**config.mk**
```make
export PLATFORM = sky130hd
export DESIGN_NAME = lsu_issue_queue
export DESIGN_NICKNAME = d
export VERILOG_FILES = /design/src/rtl/ooo_types.sv /design/src/rtl/lsu_iq_wakeup_match.sv /design/src/rtl/lsu_issue_queue.sv
export SDC_FILE = /design/constraint.sdc
export NUM_CORES = 1
export LEC_CHECK = 0
export CORE_MARGIN = 1.5
export CORE_UTILIZATION = 56
export CTS_BUF_LIST = sky130_fd_sc_hd__clkbuf_4 sky130_fd_sc_hd__clkbuf_8 sky130_fd_sc_hd__clkbuf_16
export DETAILED_ROUTE_END_ITERATION = 6
export PLACE_DENSITY_LB_ADDON = 0.3
export SYNTH_ARGS = -nofsm -noshare
export SYNTH_HDL_FRONTEND = slang
export SYNTH_SLANG_ARGS = --single-unit
export TNS_END_PERCENT = 1
```
**constraint.sdc**
```tcl
create_clock -name clk -period 6.7 [get_ports clk]
set_input_delay 1.005 -clock clk [delete_from_list [all_inputs] [get_ports clk]]
set_output_delay 1.005 -clock clk [all_outputs]
set_load 0.03 [all_outputs]
```
**src/rtl/ooo_types.sv**
```systemverilog
// Shared out-of-order core types: renamed instruction entry and tag widths.
package ooo_types;

  localparam int PHYS_REG_BITS = 6;
  localparam int ROB_BITS      = 5;

  typedef struct packed {
    logic [PHYS_REG_BITS-1:0] prs1;
    logic [PHYS_REG_BITS-1:0] prs2;
    logic                     prs1_ready;
    logic                     prs2_ready;
    logic [PHYS_REG_BITS-1:0] prd;
    logic [ROB_BITS-1:0]      rob_tag;
    logic [31:0]              immediate;
    logic                     mem_read;
    logic                     mem_write;
    logic                     reg_write;
  } rs_entry_t;

endpackage

```
**src/rtl/lsu_iq_wakeup_match.sv**
```systemverilog
// Compares one physical register tag against every writeback channel.
// Register 0 is architecturally always ready, so it always reports a hit.
module lsu_iq_wakeup_match
  import ooo_types::*;
#(
  parameter int NUM_WB = 2
) (
  input  logic [PHYS_REG_BITS-1:0]             tag,
  input  logic [NUM_WB-1:0]                    wb_en,
  input  logic [NUM_WB-1:0][PHYS_REG_BITS-1:0] wb_prd,
  output logic                                 hit
);

  always_comb begin
    // NOTE: hit gets a value before the loop so no path leaves it unassigned (no latch).
    hit = (tag == '0);
    for (int i = 0; i < NUM_WB; i++) begin
      if (wb_en[i] && (wb_prd[i] == tag)) hit = 1'b1;
    end
  end

endmodule

```
**src/rtl/lsu_issue_queue.sv**
```systemverilog
// In-order issue queue feeding the LSU; only the head entry may issue.
// Define LSU_IQ_WAKEUP_BYPASS_EN to let same-cycle writebacks make the head eligible.
module lsu_issue_queue
  import ooo_types::*;
#(
  parameter int DEPTH  = 8,
  parameter int NUM_WB = 2
) (
  input  logic                                 clk,
  input  logic                                 rst_n,
  input  logic                                 dispatch_valid,
  input  rs_entry_t                            dispatch_entry,
  output logic                                 dispatch_ready,
  input  logic [NUM_WB-1:0]                    wb_en,
  input  logic [NUM_WB-1:0][PHYS_REG_BITS-1:0] wb_prd,
  input  logic                                 lsu_ready,
  output logic                                 issue_en,
  output rs_entry_t                            issue_entry,
  output logic [$clog2(DEPTH):0]               count,
  input  logic                                 flush
);

  localparam int PTR_W = $clog2(DEPTH);
  localparam int CNT_W = PTR_W + 1;

  typedef struct packed {
    logic      valid;
    rs_entry_t e;
  } iq_slot_t;

  iq_slot_t        slots [DEPTH];
  logic [PTR_W-1:0] head, tail;
  logic [DEPTH-1:0] hit1, hit2;
  logic             disp_hit1, disp_hit2;
  rs_entry_t        disp_entry;
  iq_slot_t         head_slot;
  logic             rdy1, rdy2, eligible, do_dispatch;

  for (genvar g = 0; g < DEPTH; g++) begin : g_entry_match
    lsu_iq_wakeup_match #(.NUM_WB(NUM_WB)) u_match1 (
      .tag(slots[g].e.prs1), .wb_en(wb_en), .wb_prd(wb_prd), .hit(hit1[g]));
    lsu_iq_wakeup_match #(.NUM_WB(NUM_WB)) u_match2 (
      .tag(slots[g].e.prs2), .wb_en(wb_en), .wb_prd(wb_prd), .hit(hit2[g]));
  end

  lsu_iq_wakeup_match #(.NUM_WB(NUM_WB)) u_disp_match1 (
    .tag(dispatch_entry.prs1), .wb_en(wb_en), .wb_prd(wb_prd), .hit(disp_hit1));
  lsu_iq_wakeup_match #(.NUM_WB(NUM_WB)) u_disp_match2 (
    .tag(dispatch_entry.prs2), .wb_en(wb_en), .wb_prd(wb_prd), .hit(disp_hit2));

  always_comb begin
    disp_entry            = dispatch_entry;
    disp_entry.prs1_ready = dispatch_entry.prs1_ready | disp_hit1;
    disp_entry.prs2_ready = dispatch_entry.prs2_ready | disp_hit2;
  end

  assign head_slot = slots[head];

`ifdef LSU_IQ_WAKEUP_BYPASS_EN
  assign rdy1 = head_slot.e.prs1_ready | hit1[head];
  assign rdy2 = head_slot.e.prs2_ready | hit2[head];
`else
  assign rdy1 = head_slot.e.prs1_ready;
  assign rdy2 = head_slot.e.prs2_ready;
`endif

  // Loads never wait on prs2; stores need both address and data operands.
  assign eligible       = head_slot.valid && rdy1 && (!head_slot.e.mem_write || rdy2);
  assign issue_en       = eligible && lsu_ready && !flush;
  assign issue_entry    = head_slot.e;
  assign dispatch_ready = (count < CNT_W'(DEPTH));
  assign do_dispatch    = dispatch_valid && dispatch_ready && !flush;

  always_ff @(posedge clk or negedge rst_n) begin
    if (!rst_n) begin
      // NOTE: the storage is reset too, because issue_entry must read all zeros out of reset.
      for (int i = 0; i < DEPTH; i++) slots[i] <= '0;
      head  <= '0;
      tail  <= '0;
      count <= '0;
    end else if (flush) begin
      for (int i = 0; i < DEPTH; i++) slots[i].valid <= 1'b0;
      head  <= '0;
      tail  <= '0;
      count <= '0;
    end else begin
      // NOTE: non-blocking assignments, so later writes in this block override earlier ones
      // while every read sees the pre-edge state.
      for (int i = 0; i < DEPTH; i++) begin
        if (slots[i].valid) begin
          if (hit1[i]) slots[i].e.prs1_ready <= 1'b1;
          if (hit2[i]) slots[i].e.prs2_ready <= 1'b1;
        end
      end
      // The tail slot is free whenever dispatch is accepted, so it never collides with wakeup.
      if (do_dispatch) begin
        slots[tail] <= '{valid: 1'b1, e: disp_entry};
        tail        <= tail + PTR_W'(1);
      end
      if (issue_en) begin
        slots[head].valid <= 1'b0;
        head              <= head + PTR_W'(1);
      end
      case ({do_dispatch, issue_en})
        2'b10:   count <= count + CNT_W'(1);
        2'b01:   count <= count - CNT_W'(1);
        default: count <= count;
      endcase
    end
  end

endmodule

```
==> impl_metrics.ini, run 1 <==
[run_status]
status = finished clean

[clock_tree]
cts_made_buffers = 52
cts_sinks = 498
post_cts_buffers = 0
cts_hold_buf = 0
htree_levels = 2
clk_pin_slew_ns = 0.06
cts_resized = 0
cts_max_path_buffers = 3
cts_tree = built
cts-root-buf = clkbuf_16
clock_latency_ns = 0.61

[synth]
yosysWarningCount = 0
synth.area.top_cells = dfrtp_1 48%, nand2_1 15%, mux2_2 7.6%
ys_types = 59
synth-main-ff-cell = dfrtp_1
ys_seq_area_share_pct = 48.1
syn_area_per_cell_sq_um = 9.12
syn-instance-count = 2840
synth_area_sq_mm = 0.0259
async_reset_ff_share_pct = 100
synth_top_area_share_pct = 48.1
synth_enable_flop_cells = 0
yosysTopAreaCell = dfrtp_1
synth-seq-cells = 498
synth_fp_nets = 2924

[worst_setup_path]
crit_path_end_kind = primary output
crit_slowest_cell = dfrtp_4
worst-setup-path-type = flop to primary output
critPathRequiredTime_ns = 5.69
critPathBufInv = 2
cp.arrival_ns = 4.40
cp_top_family = buffers and inverters
worstPathCellList = buf_4 -> mux2i_1 -> o2bb2ai_1 -> o21ba_1 -> or3b_1 -> nor3_1 -> clkdlybuf4s50_1
crit_fanout = 54
start_kind = flop
slowest_delay_ns = 0.79

[floorplanning]
pin_count = 145
die-area_sq_mm = 0.0475
num_rows = 78
die_y_um = 218
start_util_pct = 56.9
die_x_um = 218
core_area_sq_mm = 0.0455

[placement]
place_congestion = 0.917
dpl_worst_slack_ns = 1.94
io_buffers = 144
dpl.hpwl_um = 45500

[timing]
worstMarginPinSlew_ns = 1.26
drv_slew = 0
rsz0062_at_grt = no
fmax_mhz = 185
final.period_utilization_pct = 80.6
finalClockSkew_ns = 0.0159
fin_ws_ns = 1.30
fin_tns_setup_ns = 0
max-slew-margin-rel_pct = 15.6
hold_violations = 0
setup-violations-final = 0
fin_crit_ns = 5.40

[global_routing]
gr-usage-all-layers_pct = 32.7
grt_max_degree = 169
antenna_found_initial = 2
overflow = 0
grt_pass1_vias = 21800
grt_pass1_wl_um = 122000

[layout]
syn2layout_area_growth_pct = 13.7
drive_gt1_share_pct = 11.9
fin_nets = 2964

[drt]
vias = 21500
wire_per_inst_um = 21.8
ant_nets = 0
dr.pass1.iters = 7
drc = 0
initialDrtViolationCount = 2339
dr.max_layer_used = met4
m1WireLength_um = 31100
routed_via_density = 6.11
dr_wl_met2_um = 36200
routed_wl_um = 76800
dr_wl_met3_um = 6590

[min_path]
worstHoldPathType = input port to asynchronous set/reset pin

[power_and_ir_drop]
p_leak_nw = 14.0
cellPowerDensity_mw_per_mm2 = 310
ir_worst_vdd_v = 0.000219

[flow_run]
drv_cap = 0
==> cells in the final DEF (no fill, tap or decap), types with 3 or more instances in the layout <==
cell type,Yosys,final
clkbuf_8,0,13
clkbuf_4,0,12
nor2_4,1,6
nor2_1,94,89
xor2_1,111,111
nand3_1,5,4
xnor2_1,110,110
clkinv_2,0,10
a211oi_1,5,5
or4_1,16,16
mux2i_1,121,121
o22a_1,57,57
ha_1,4,4
nor3_1,20,18
nor2b_1,5,4
a31oi_1,6,6
nor3_2,3,5
nand2_2,0,6
o41ai_1,3,3
dfrtp_4,0,3
o21bai_1,3,3
a21oi_1,94,94
nand2_1,1060,1053
nor4_1,38,38
clkdlybuf4s50_1,0,143
mux2_2,174,174
inv_1,4,4
bufinv_16,0,3
o21ai_0,63,63
dfrtp_1,498,495
clkbuf_16,0,53
a221oi_1,3,3
o31ai_1,13,13
buf_4,2,42
nand4_1,36,36
a22oi_1,58,58
==> path summary, 6_finish.rpt <==
path	slack (ns)	cells after the start	end	from
max reg2reg	2.19	11	count[3]$_DFFE_PN0P_	head[0]$_DFFE_PN0P_
max	1.30	7	issue_en	head[0]$_DFFE_PN0P_
max in group asynchronous	4.87	2	asynchronous set/reset pin	rst_n
min reg2reg	0.47	2	flop	flop
min in group clk	0.47	2	flop	flop
min	0.40	1	count[1]$_DFFE_PN0P_	rst_n
==> Yosys cell counts (16+ instances only) <==
library cell,number
buf_2,63
nand4_1,36
nor3_1,20
o22a_1,57
nor2_1,94
xor2_1,111
o21ai_0,63
xnor2_1,110
mux2i_1,121
mux2_2,174
nand2_1,1060
dfrtp_1,498
a22oi_1,58
nor4_1,38
a21oi_1,94
clkbuf_1,123
or4_1,16
==> cells by family after synthesis <==
group	count (synthesis)	synth area share [%]
compound gates	320	8.08
flops	498	48.1
simple gates	1291	20.2
fa+ha+maj	5	0.271
buf+inv	207	3.47
xor+xnor	221	7.48
mux	298	12.4
==> metrics by stage <==
step | hold slack (ns) | utilization, % | area [sq um] | std cells | total power, W
5_1_grt | 0.464 | 64.7 | 29400 | 3524 | 0.00956
3_3_place_gp | 0.454 | 60.8 | 27700 | 3426 | 0.00603
3_5_place_dp | 0.460 | 60.8 | 27700 | 3426 | 0.00615
6_report | 0.399 | 64.8 | 29400 | 3525 | 0.00914
2_1_floorplan | 0.438 | - | 25900 | 2840 | 0.00535
4_1_cts | 0.430 | 64.7 | 29400 | 3523 | 0.00915
==> power by group <==
part / total (W) / switching, W / internal [W] / leakage, nW
registers: 0.00403 / 0.000473 / 0.00356 / 6.62
logic: 0.00211 / 0.00120 / 0.000912 / 6.49
clock network: 0.00299 / 0.00123 / 0.00176 / 0.901
==> per-layer routing <==
metal | vias up | GRT usage (%)
met4 | 0 | 14.7
li1 | 9527 | -
met2 | 1106 | 52.7
met1 | 10700 | 43.6
met3 | 216 | 5.22
met5 | - | 0
==> area by class of cell <==
cell class | count | area, sq um
tap | 600 | 751
multi-input combinational | 2135 | 12600
sequential | 498 | 12500
inverter | 5 | 18.8
clock buffer | 78 | 1600
antenna | 2 | 5.00
timing repair buffer | 188 | 1800
fill | 3623 | 16000
clock inverter | 19 | 190
==> worst reg2reg max path, stage by stage, from the launching register on <==
cell and delay [ns]:
dfrtp_4 0.79, buf_4 0.76, mux2i_1 0.24, o2bb2ai_1 0.18, o21ba_1 0.20, or3b_1 0.56
nor4_1 0.54, ha_1 0.35, a21o_1 0.15, a21oi_1 0.25, nor2b_1 0.08, o311a_1 0.29
Note: power is estimated with default switching activity, not from simulation.
==> run 2, diff against run 1 <==
Clock period 6.7 ns to 5.65 ns, I/O delays scaled along.
==> impl_metrics.ini, run 2 (same netlist as run 1, synthesis figures left out) <==
[timing]
setup-violations-final = 0
fin_crit_ns = 4.93
final.period_utilization_pct = 87.2
holdWs_ns = 0.308
fin_tns_setup_ns = 0
rsz0062_at_grt = no
drv_slew = 0
max-slew-margin-rel_pct = 22.2
hold_violations = 0
worstMarginPinSlew_ns = 1.16
fmax_mhz = 203
finalClockSkew_ns = 0.0181

[floorplanning]
core_area_sq_mm = 0.0455
die_x_um = 218
num_rows = 78
pin_count = 145
die-area_sq_mm = 0.0475
die_y_um = 218
start_util_pct = 56.9

[drt]
ant_nets = 0
wire_per_inst_um = 21.6
drc = 0
dr.pass1.iters = 5
vias = 21400
routed_wl_um = 75900
initialDrtViolationCount = 2362
routed_via_density = 6.07

[placement]
place_congestion = 0.936
dpl.hpwl_um = 45200
io_buffers = 144

[global_routing]
grt_pass1_vias = 21800
gr-usage-all-layers_pct = 32.2
overflow = 0
antenna_found_initial = 4
grt_pass1_wl_um = 120000
grt_max_degree = 167

[power_and_ir_drop]
pwr-share-comb_pct = 23.2
p_leak_nw = 14.0
cellPowerDensity_mw_per_mm2 = 365
intPower_w = 0.00736
switchingPower_w = 0.00339
clkPwrFrac_pct = 32.3
swShare_pct = 31.5
ir_worst_vdd_v = 0.000245
p_seq_share_pct = 44.5

[clock_tree]
cts_resized = 0
cts_max_path_buffers = 3
cts_hold_buf = 0
htree_levels = 2
post_cts_buffers = 0
clk_pin_slew_ns = 0.06
cts-root-buf = clkbuf_16
cts_sinks = 498
clock_latency_ns = 0.61
cts_made_buffers = 51
cts_tree = built

[layout]
drive_gt1_share_pct = 11.8
final_common_cell = nand2_1
num-fill-cells = 3660
fin_nets = 2963
layout_common_cells = 1,053 x nand2_1, 495 x dfrtp_1, 174 x mux2_2
syn2layout_area_growth_pct = 13.8

[worst_setup_path]
start_kind = flop
crit_fanout = 44
cp.arrival_ns = 4.08
crit_path_end_kind = primary output
worst-setup-path-type = flop to primary output
critPathRequiredTime_ns = 4.80

[run_status]
status = finished clean

[flow_run]
drv_cap = 0

[min_path]
worstHoldPathType = input port to asynchronous set/reset pin
==> run 2: final timing paths <==
check	startpoint	to	slack, ns	cells after the start
min in group clk	flop	flop	0.47	2
worst max-delay path	head[0]$_DFFE_PN0P_	issue_entry[27]	0.72	5
max in group asynchronous	rst_n	asynchronous set/reset pin	3.90	2
worst min register to register	flop	flop	0.47	2
worst max register to register	head[1]$_DFFE_PN0P_	count[3]$_DFFE_PN0P_	1.59	10
worst min-delay path	rst_n	count[3]$_DFFE_PN0P_	0.31	1
==> run 2: layer usage <==
metal | vias to the layer above | track usage [%] | part of all wire (%)
li1 | 9539 | - | -
met1 | 10600 | 42.7 | 41
met2 | 1033 | 52.7 | 47
met3 | 209 | 5.58 | 8.3
met4 | 2 | 12.4 | 3.4
met5 | - | 0 | 0.014
==> run 2: cell type report <==
cell class | count | area (sq um) | area share [%]
Clock inverter | 12 | 128 | 0.433
Inverter | 5 | 18.8 | 0.0637
Antenna cell | 3 | 7.51 | 0.0255
Timing Repair Buffer | 188 | 1840 | 6.24
Sequential cell | 498 | 12500 | 42.3
Tap cell | 600 | 751 | 2.55
Multi-Input combinational cell | 2135 | 12600 | 42.8
Clock buffer | 82 | 1620 | 5.50
==> run 2: power groups by stage <==
stage / Combinational (W) / Clock [W] / Sequential (W)
after global routing: 0.00273 / 0.00366 / 0.00486
after detailed placement: 0.00246 / 0 / 0.00483
after CTS: 0.00249 / 0.00351 / 0.00477
after global placement: 0.00238 / 0 / 0.00478
after floorplan: 0.00168 / 0 / 0.00465
final: 0.00249 / 0.00347 / 0.00479
==> run 2: stage by stage <==
stage               utilization, %  instances  total power [W]  setup slack (ns)  area [sq um]
floorplan                        -       2840          0.00634              2.52         25900
global placement              60.9       3426          0.00717              1.49         27700
detailed placement            60.9       3426          0.00729              1.44         27700
CTS                           64.8       3520           0.0108             0.815         29500
global route                  64.8       3521           0.0112             0.584         29500
finish                        64.8       3523           0.0107             0.725         29500
==> run 2: critical path, stage by stage, from the launching register on <==
cell,delay [ns]
dfrtp_4,0.95
inv_2,0.13
nor2_1,0.91
a22oi_1,0.20
o21ai_0,0.49
clkdlybuf4s50_1,0.77
